--- src/rtl/cam_lookup_ctrl.sv ---
// Request-side controller for a 32-entry CAM: lookup or insert-if-absent with round-robin replacement.
// Define CAM_LOOKUP_CTRL_STATS_EN to build the saturating hit/miss statistics counters.
module cam_lookup_ctrl #(
  parameter int STAT_W = 16
) (
  input  logic              clk,
  input  logic              rst_i,
  input  logic              req_valid_i,
  output logic              req_ready_o,
  input  logic              req_op_i,
  input  logic [31:0]       req_key_i,
  output logic              rsp_valid_o,
  input  logic              rsp_ready_i,
  output logic              rsp_hit_o,
  output logic [4:0]        rsp_index_o,
  output logic              cam_search_enable_o,
  output logic [31:0]       cam_search_data_o,
  input  logic              cam_search_valid_i,
  input  logic [4:0]        cam_search_index_i,
  output logic              cam_write_enable_o,
  output logic [4:0]        cam_write_index_o,
  output logic [31:0]       cam_write_data_o,
  output logic              full_o,
  output logic [STAT_W-1:0] hit_cnt_o,
  output logic [STAT_W-1:0] miss_cnt_o
);

  typedef enum logic [1:0] {IDLE, SEARCH, WRITE, RESP} state_t;

  state_t      state_q, state_d;
  logic [31:0] key_q;
  logic        op_q;
  logic        hit_q;
  logic [4:0]  index_q;
  logic [4:0]  victim_q;
  logic [5:0]  occ_q;

  always_ff @(posedge clk or posedge rst_i) begin
    if (rst_i) state_q <= IDLE;
    else       state_q <= state_d;
  end

  // Ready is gated by reset so nothing looks acceptable while reset is held.
  always_comb begin
    state_d             = state_q;
    req_ready_o         = 1'b0;
    rsp_valid_o         = 1'b0;
    cam_search_enable_o = 1'b0;
    cam_search_data_o   = '0;
    cam_write_enable_o  = 1'b0;
    cam_write_index_o   = '0;
    cam_write_data_o    = '0;
    case (state_q)
      IDLE: begin
        req_ready_o = ~rst_i;
        if (req_valid_i && !rst_i) state_d = SEARCH;
      end
      SEARCH: begin
        cam_search_enable_o = 1'b1;
        cam_search_data_o   = key_q;
        if (!cam_search_valid_i && op_q) state_d = WRITE;
        else                             state_d = RESP;
      end
      WRITE: begin
        cam_write_enable_o = 1'b1;
        cam_write_index_o  = victim_q;
        cam_write_data_o   = key_q;
        state_d            = RESP;
      end
      RESP: begin
        rsp_valid_o = 1'b1;
        if (rsp_ready_i) state_d = IDLE;
      end
      default: state_d = IDLE;
    endcase
  end

  always_ff @(posedge clk or posedge rst_i) begin
    if (rst_i) begin
      key_q    <= '0;
      op_q     <= 1'b0;
      hit_q    <= 1'b0;
      index_q  <= '0;
      victim_q <= '0;
      occ_q    <= '0;
    end else begin
      case (state_q)
        IDLE: begin
          if (req_valid_i) begin
            key_q <= req_key_i;
            op_q  <= req_op_i;
          end
        end
        SEARCH: begin
          hit_q   <= cam_search_valid_i;
          index_q <= cam_search_valid_i ? cam_search_index_i : 5'd0;
        end
        WRITE: begin
          hit_q    <= 1'b0;
          index_q  <= victim_q;
          victim_q <= victim_q + 5'd1;
          if (occ_q != 6'd32) occ_q <= occ_q + 6'd1;
        end
        default: ;
      endcase
    end
  end

  assign rsp_hit_o   = (state_q == RESP) & hit_q;
  assign rsp_index_o = (state_q == RESP) ? index_q : 5'd0;
  assign full_o      = (occ_q == 6'd32);

`ifdef CAM_LOOKUP_CTRL_STATS_EN
  logic [STAT_W-1:0] hit_cnt_q, miss_cnt_q;

  // Every search outcome is counted, including the search that precedes an insert.
  always_ff @(posedge clk or posedge rst_i) begin
    if (rst_i) begin
      hit_cnt_q  <= '0;
      miss_cnt_q <= '0;
    end else if (state_q == SEARCH) begin
      if (cam_search_valid_i) begin
        if (hit_cnt_q != '1) hit_cnt_q <= hit_cnt_q + 1'b1;
      end else begin
        if (miss_cnt_q != '1) miss_cnt_q <= miss_cnt_q + 1'b1;
      end
    end
  end

  assign hit_cnt_o  = hit_cnt_q;
  assign miss_cnt_o = miss_cnt_q;
`else
  assign hit_cnt_o  = '0;
  assign miss_cnt_o = '0;
`endif

endmodule

--- config.mk ---
export PLATFORM = sky130hd
export DESIGN_NAME = cam_lookup_ctrl
export DESIGN_NICKNAME = d
export VERILOG_FILES = /design/src/rtl/cam_lookup_ctrl.sv
export SDC_FILE = /design/constraint.sdc
export NUM_CORES = 1
export LEC_CHECK = 0
export CORE_MARGIN = 5
export CORE_UTILIZATION = 43
export DETAILED_ROUTE_END_ITERATION = 10
export PLACE_DENSITY = 0.87
export SYNTH_ARGS = -nofsm -noshare
export SYNTH_HDL_FRONTEND = slang
export SYNTH_SLANG_ARGS = --single-unit
--- constraint.sdc ---
create_clock -name clk -period 4.2 [get_ports clk]
set_input_delay 0.63 -clock clk [delete_from_list [all_inputs] [get_ports clk]]
set_output_delay 0.63 -clock clk [all_outputs]
set_load 0.005 [all_outputs]
Word-level counts from Yosys, hierarchy flattened
Index checks and enable logic that the tools add are counted.
- word-level logic and storage cells: 42
- ROM bits: 0
- memory bits (writable): 0
- bits in registers: 52
- input port bits: 43
- memories kept: 0
- output and inout port bits: 112
- bits in latches: 0
- reductions and logical operators: 9
- bitwise gates (word level): 2
- $lt $le $gt $ge: 0
- multiplexer cells: 15
- divide/modulo/power cells: 0
- shift-type cells: 0
- equality and inequality tests: 7
- add/sub/neg operators: 2
- multiply operators: 0
- operators with widths (kind ; number):
    two-way mux 32 bit ; 2
    two-way mux 5 bit ; 3
    one-hot mux 5 bit (2 select lines) ; 1
    one-hot mux 2 bit (4 select lines) ; 1
    adder 6 x 1 -> 6 bit (second input constant) ; 1
    == test 6 bit (second input constant) ; 1
    != test 6 bit (second input constant) ; 1
    AND reduction 2 bit ; 3
    adder 5 x 1 -> 5 bit (second input constant) ; 1
    two-way mux 1 bit ; 5
    == test 2 bit (second input constant) ; 2
    two-way mux 2 bit ; 2
    != test 2 bit (second input constant) ; 2
    == test 2 x 1 -> 1 bit (second input constant) ; 1
    logical AND 1 bit ; 2
    zero test 1 bit ; 2
    zero test 2 bit ; 1
    one-hot mux 1 bit (2 select lines) ; 1
    nonzero test 2 bit ; 1
    AND 1 bit ; 1
    inverter 1 bit ; 1

Longest topological paths before layout
- word-level depth: 4
- depth in mapped cells: 7

Worst setup path before layout
OpenSTA, ideal clock, no wires.
- kind: flip-flop to output port
- start: register state_q[0]
- end: output cam_write_data_o[10]
- buffers on the path: 3
- setup slack: 2182 ps
- arrival: 1388 ps
- required time: 3570 ps
- stages on the path, launching flop included: 7
- path through: dfrtp_1 inv_1 ha_1 buf_2 buf_4 clkbuf_1 and2_1
- longest elaborated chain between the ends: 2
- ends and longest elaborated chain (element ; RTL line ; source):
    from (decl) ; 30 ; state_t state_q, state_d;
    from (signal assigned) ; 40 ; else state_q <= state_d;
    == test 2 bit ; 53 ; case (state_q)
    two-way mux 32 bit ; 53 ;
    to (decl) ; 22 ; output logic [31:0] cam_write_data_o,
Every way passes these cells.

Worst setup path in the final report
- start: register state_q[1]
- end: output cam_search_data_o[25]
- longest elaborated chain between the ends: 2
- ends and longest elaborated chain (element ; RTL line ; source):
    == test 2 x 1 -> 1 bit ; 53 ;
    two-way mux 32 bit ; 53 ;
    to (decl) ; 17 ; output logic [31:0] cam_search_data_o,
Every way passes these cells.

==> results.yml <==
worst_setup_path:
  worstPathCellList: "inv_1, ha_1, and2_1, clkdlybuf4s50_1"
  timing.rr.end: "key_q[26]"
  critPathRequiredTime_ns: 3.57
  r2r-start: "state_q[0]"
  arrival_ns: 2.38
  rr_worst_depth: 4
  rrSetupSlack_ns: 2.23
  worstPathMaxFanout: 34
  criticalPathCategory: "reg2out"
  crit_slowest_cell: "ha_1"
  cp_top_family: "adder cells"
  cpPeakStageDelay_ns: 0.77
  start_kind: "flip-flop"
  crit_buf_inv: 2
  cp-end-kind: "primary output"
floorplanning:
  core_area_mm2: 0.006681
  start_util_pct: 43.54
  rows: 30
  die_w_um: 92.25
  die-area_mm2: 0.008510
  die_h_um: 92.25
  io_pins: 155
grt:
  grt_max_degree: 53
  grt_pass1_wl_um: 11090
  overflow: 0
  antenna_found_initial: 0
  grt_use_total_pct: 16.19
  grt_pass1_vias: 2256
power:
  p_leak_uw: 0.001775
  pwr-share-comb_pct: 54.8
  p_switching_uw: 897.5
  p_per_area_mw_per_mm2: 653.1
  seq_power_share_pct: 35.3
  pwr-share-clk_pct: 9.9
  internal_power_uw: 1805
  ir_drop_uv: 325.7
  swShare_pct: 33.21
logic_synthesis:
  syn_area_per_cell_um2: 10.77
  yosys_warnings: 0
  synthArstFlopShare_pct: 100.0
  syn_inst: 270
  yosysSeqAreaShare_pct: 44.73
  ys.flop_type: "dfrtp_1"
  synth_edf_count: 0
  yosysUniqueCellTypes: 27
  synth.cell_area_mm2: 0.002909
  yosys_register_bits: 52
final_layout:
  final_net_count: 438
  fin_area_mm2: 0.004138
  drive_above_1_share_pct: 12.66
  diodes: 0
  areaGrowthSynthToFinish_pct: 42.24
clock_tree:
  cts_htree_levels: 2
  clk_pin_slew_worst_paths_ns: 0.09
  worstSkewPairLatency_ns: 0.29
  cts_tree: "done"
  cts.repair.resized: 0
  clk_path_buf_depth: 2
  clkSinkCount: 52
  cts-root-buf: "clkbuf_8"
  numCtsBuffers: 5
  post-cts-setup-buffers: 0
  ctsHoldBuffers: 0
run_status:
  status: "finished clean"
placement:
  placed_area_mm2: 0.004060
  dp_hpwl_um: 5158
  gp_congestion: 0.7957
  portBuffers: 122
route:
  vias: 2172
  detail_route.wl_per_cell_um: 14.71
  drc: 0
  via_per_inst: 4.651
  drtIter0Drc: 32
  firstDrtPassIters: 4
  wirelength_um: 6871
  ant_nets: 0
timing:
  skew_ns: 0.004603
  setup_violations: 0
  tightest_slew_ns: 1.068
  fin_crit_ns: 3.013
  slew_violations: 0
  tns_ns: 0
  period_share_pct: 71.73
  rsz0062_at_grt: "no"
  fmax_mhz: 331.9
  max_slew_margin_pct: 28.69
  hold_violations: 0
worst_hold_path:
  min_from: "victim_q[3]"
  worstHoldPathType: "reg2reg"
  hold_depth: 1
  hold_end: "victim_q[3]"
run:
  drv_cap: 0
routing by layer:
metal | up-vias | track usage [%] | wire length (um)
met5 | - | 0 | 0
met1 | 1037 | 19.01 | 2750
met3 | 6 | 5.086 | 508
met4 | 0 | 2.970 | 61
met2 | 86 | 29.14 | 3550
li1 | 1043 | - | -
logic make-up after synthesis:
logic type                 count (synthesis)  synth area share (%)
AOI/OAI and AO/OA                         16                 3.828
xor gates and xnor gates                   8                 2.409
adders and majority gates                  8                 3.441
buffers and inverters                     49                 10.75
DFF                                       52                 44.73
muxes                                     37                 14.45
other                                      1                0.1289
and+or+nand+nor                           99                 20.26
Yosys cell counts (all sizes together), types with 2 or more instances:
| master | n | area share, % |
|---|---|---|
| nand3 | 2 | 0.34 |
| a211oi | 2 | 0.52 |
| xor2 | 2 | 0.60 |
| a21oi | 11 | 1.9 |
| nand2 | 6 | 0.86 |
| ha | 8 | 3.4 |
| clkbuf | 7 | 0.90 |
| mux2 | 37 | 14 |
| xnor2 | 6 | 1.8 |
| dfrtp | 52 | 45 |
| nand2b | 2 | 0.43 |
| nor2 | 7 | 0.90 |
| nand4 | 2 | 0.43 |
| nor2b | 3 | 0.73 |
| buf | 37 | 9.2 |
| and2 | 75 | 16 |
| inv | 5 | 0.65 |
placed cells by master (no fill, tap or decap), types with 2 or more instances in the layout:
cell type          n
nand2b_1           2
a21oi_1           11
and2_1            75
a211oi_1           2
mux2_2            36
clkdlybuf4s50_1  122
dfrtp_1           52
nand2_1            5
clkbuf_8           5
inv_1              4
nor2_1             7
ha_1               8
conb_1            32
xnor2_1            6
nand3_1            2
nand4_1            2
xor2_1             2
nor2b_1            2
how the worst max path moves through the flow:
stage | endpoint | cells past startpoint | slack, ns | start
2_1_floorplan | cam_write_data_o[10] | 6 | 2.18 | state_q[0]
3_3_place_gp | cam_search_data_o[17] | 4 | 1.53 | state_q[1]
3_5_place_dp | cam_search_data_o[25] | 4 | 1.45 | state_q[1]
4_1_cts | cam_search_data_o[25] | 4 | 1.11 | state_q[1]
5_1_grt | cam_search_data_o[25] | 4 | 0.99 | state_q[1]
6_report | cam_search_data_o[25] | 4 | 1.19 | state_q[1]
registers in the layout, summed over array words and instances (netlist names):
register / cells
hit_q: 1
op_q: 1
occ_q: 6
victim_q: 5
index_q: 5
key_q: 32
state_q: 2
metrics by stage:
stage	cells	setup slack, ns	total power, uW	utilization, %	hold slack, ns
6_report	467	1.187	2702	61.93	0.4653
5_1_grt	467	0.9899	2928	61.93	0.4881
4_1_cts	467	1.109	2745	61.93	0.4714
3_5_place_dp	460	1.446	2466	60.77	0.4550
3_3_place_gp	460	1.528	2416	60.77	0.4521
2_1_floorplan	301	2.182	1721	-	0.4381
worst reg2reg max path, stage by stage (launching register included):
cell and delay (ns):
dfrtp_1 0.41, inv_1 0.11, ha_1 0.26, nand2_2 0.64
mux2_2 0.43
power groups by stage:
stage	Sequential (uW)	Clock (uW)	Combinational, uW
after floorplan	894	0	828
after global placement	951	0	1460
after detailed placement	964	0	1500
after CTS	957	277	1510
after global routing	996	298	1630
final	953	267	1480
final cells by class:
class | instances | area (um^2)
Timing Repair Buffer | 123 | 1229
Fill cell | 535 | 2544
Clock buffer | 6 | 72.57
Sequential cell | 52 | 1301
Clock inverter | 1 | 5.005
Inverter | 5 | 18.77
Multi-Input combinational cell | 200 | 1411
Tap cell | 80 | 100.1
No activity file was read; power rests on OpenSTA's default activity.
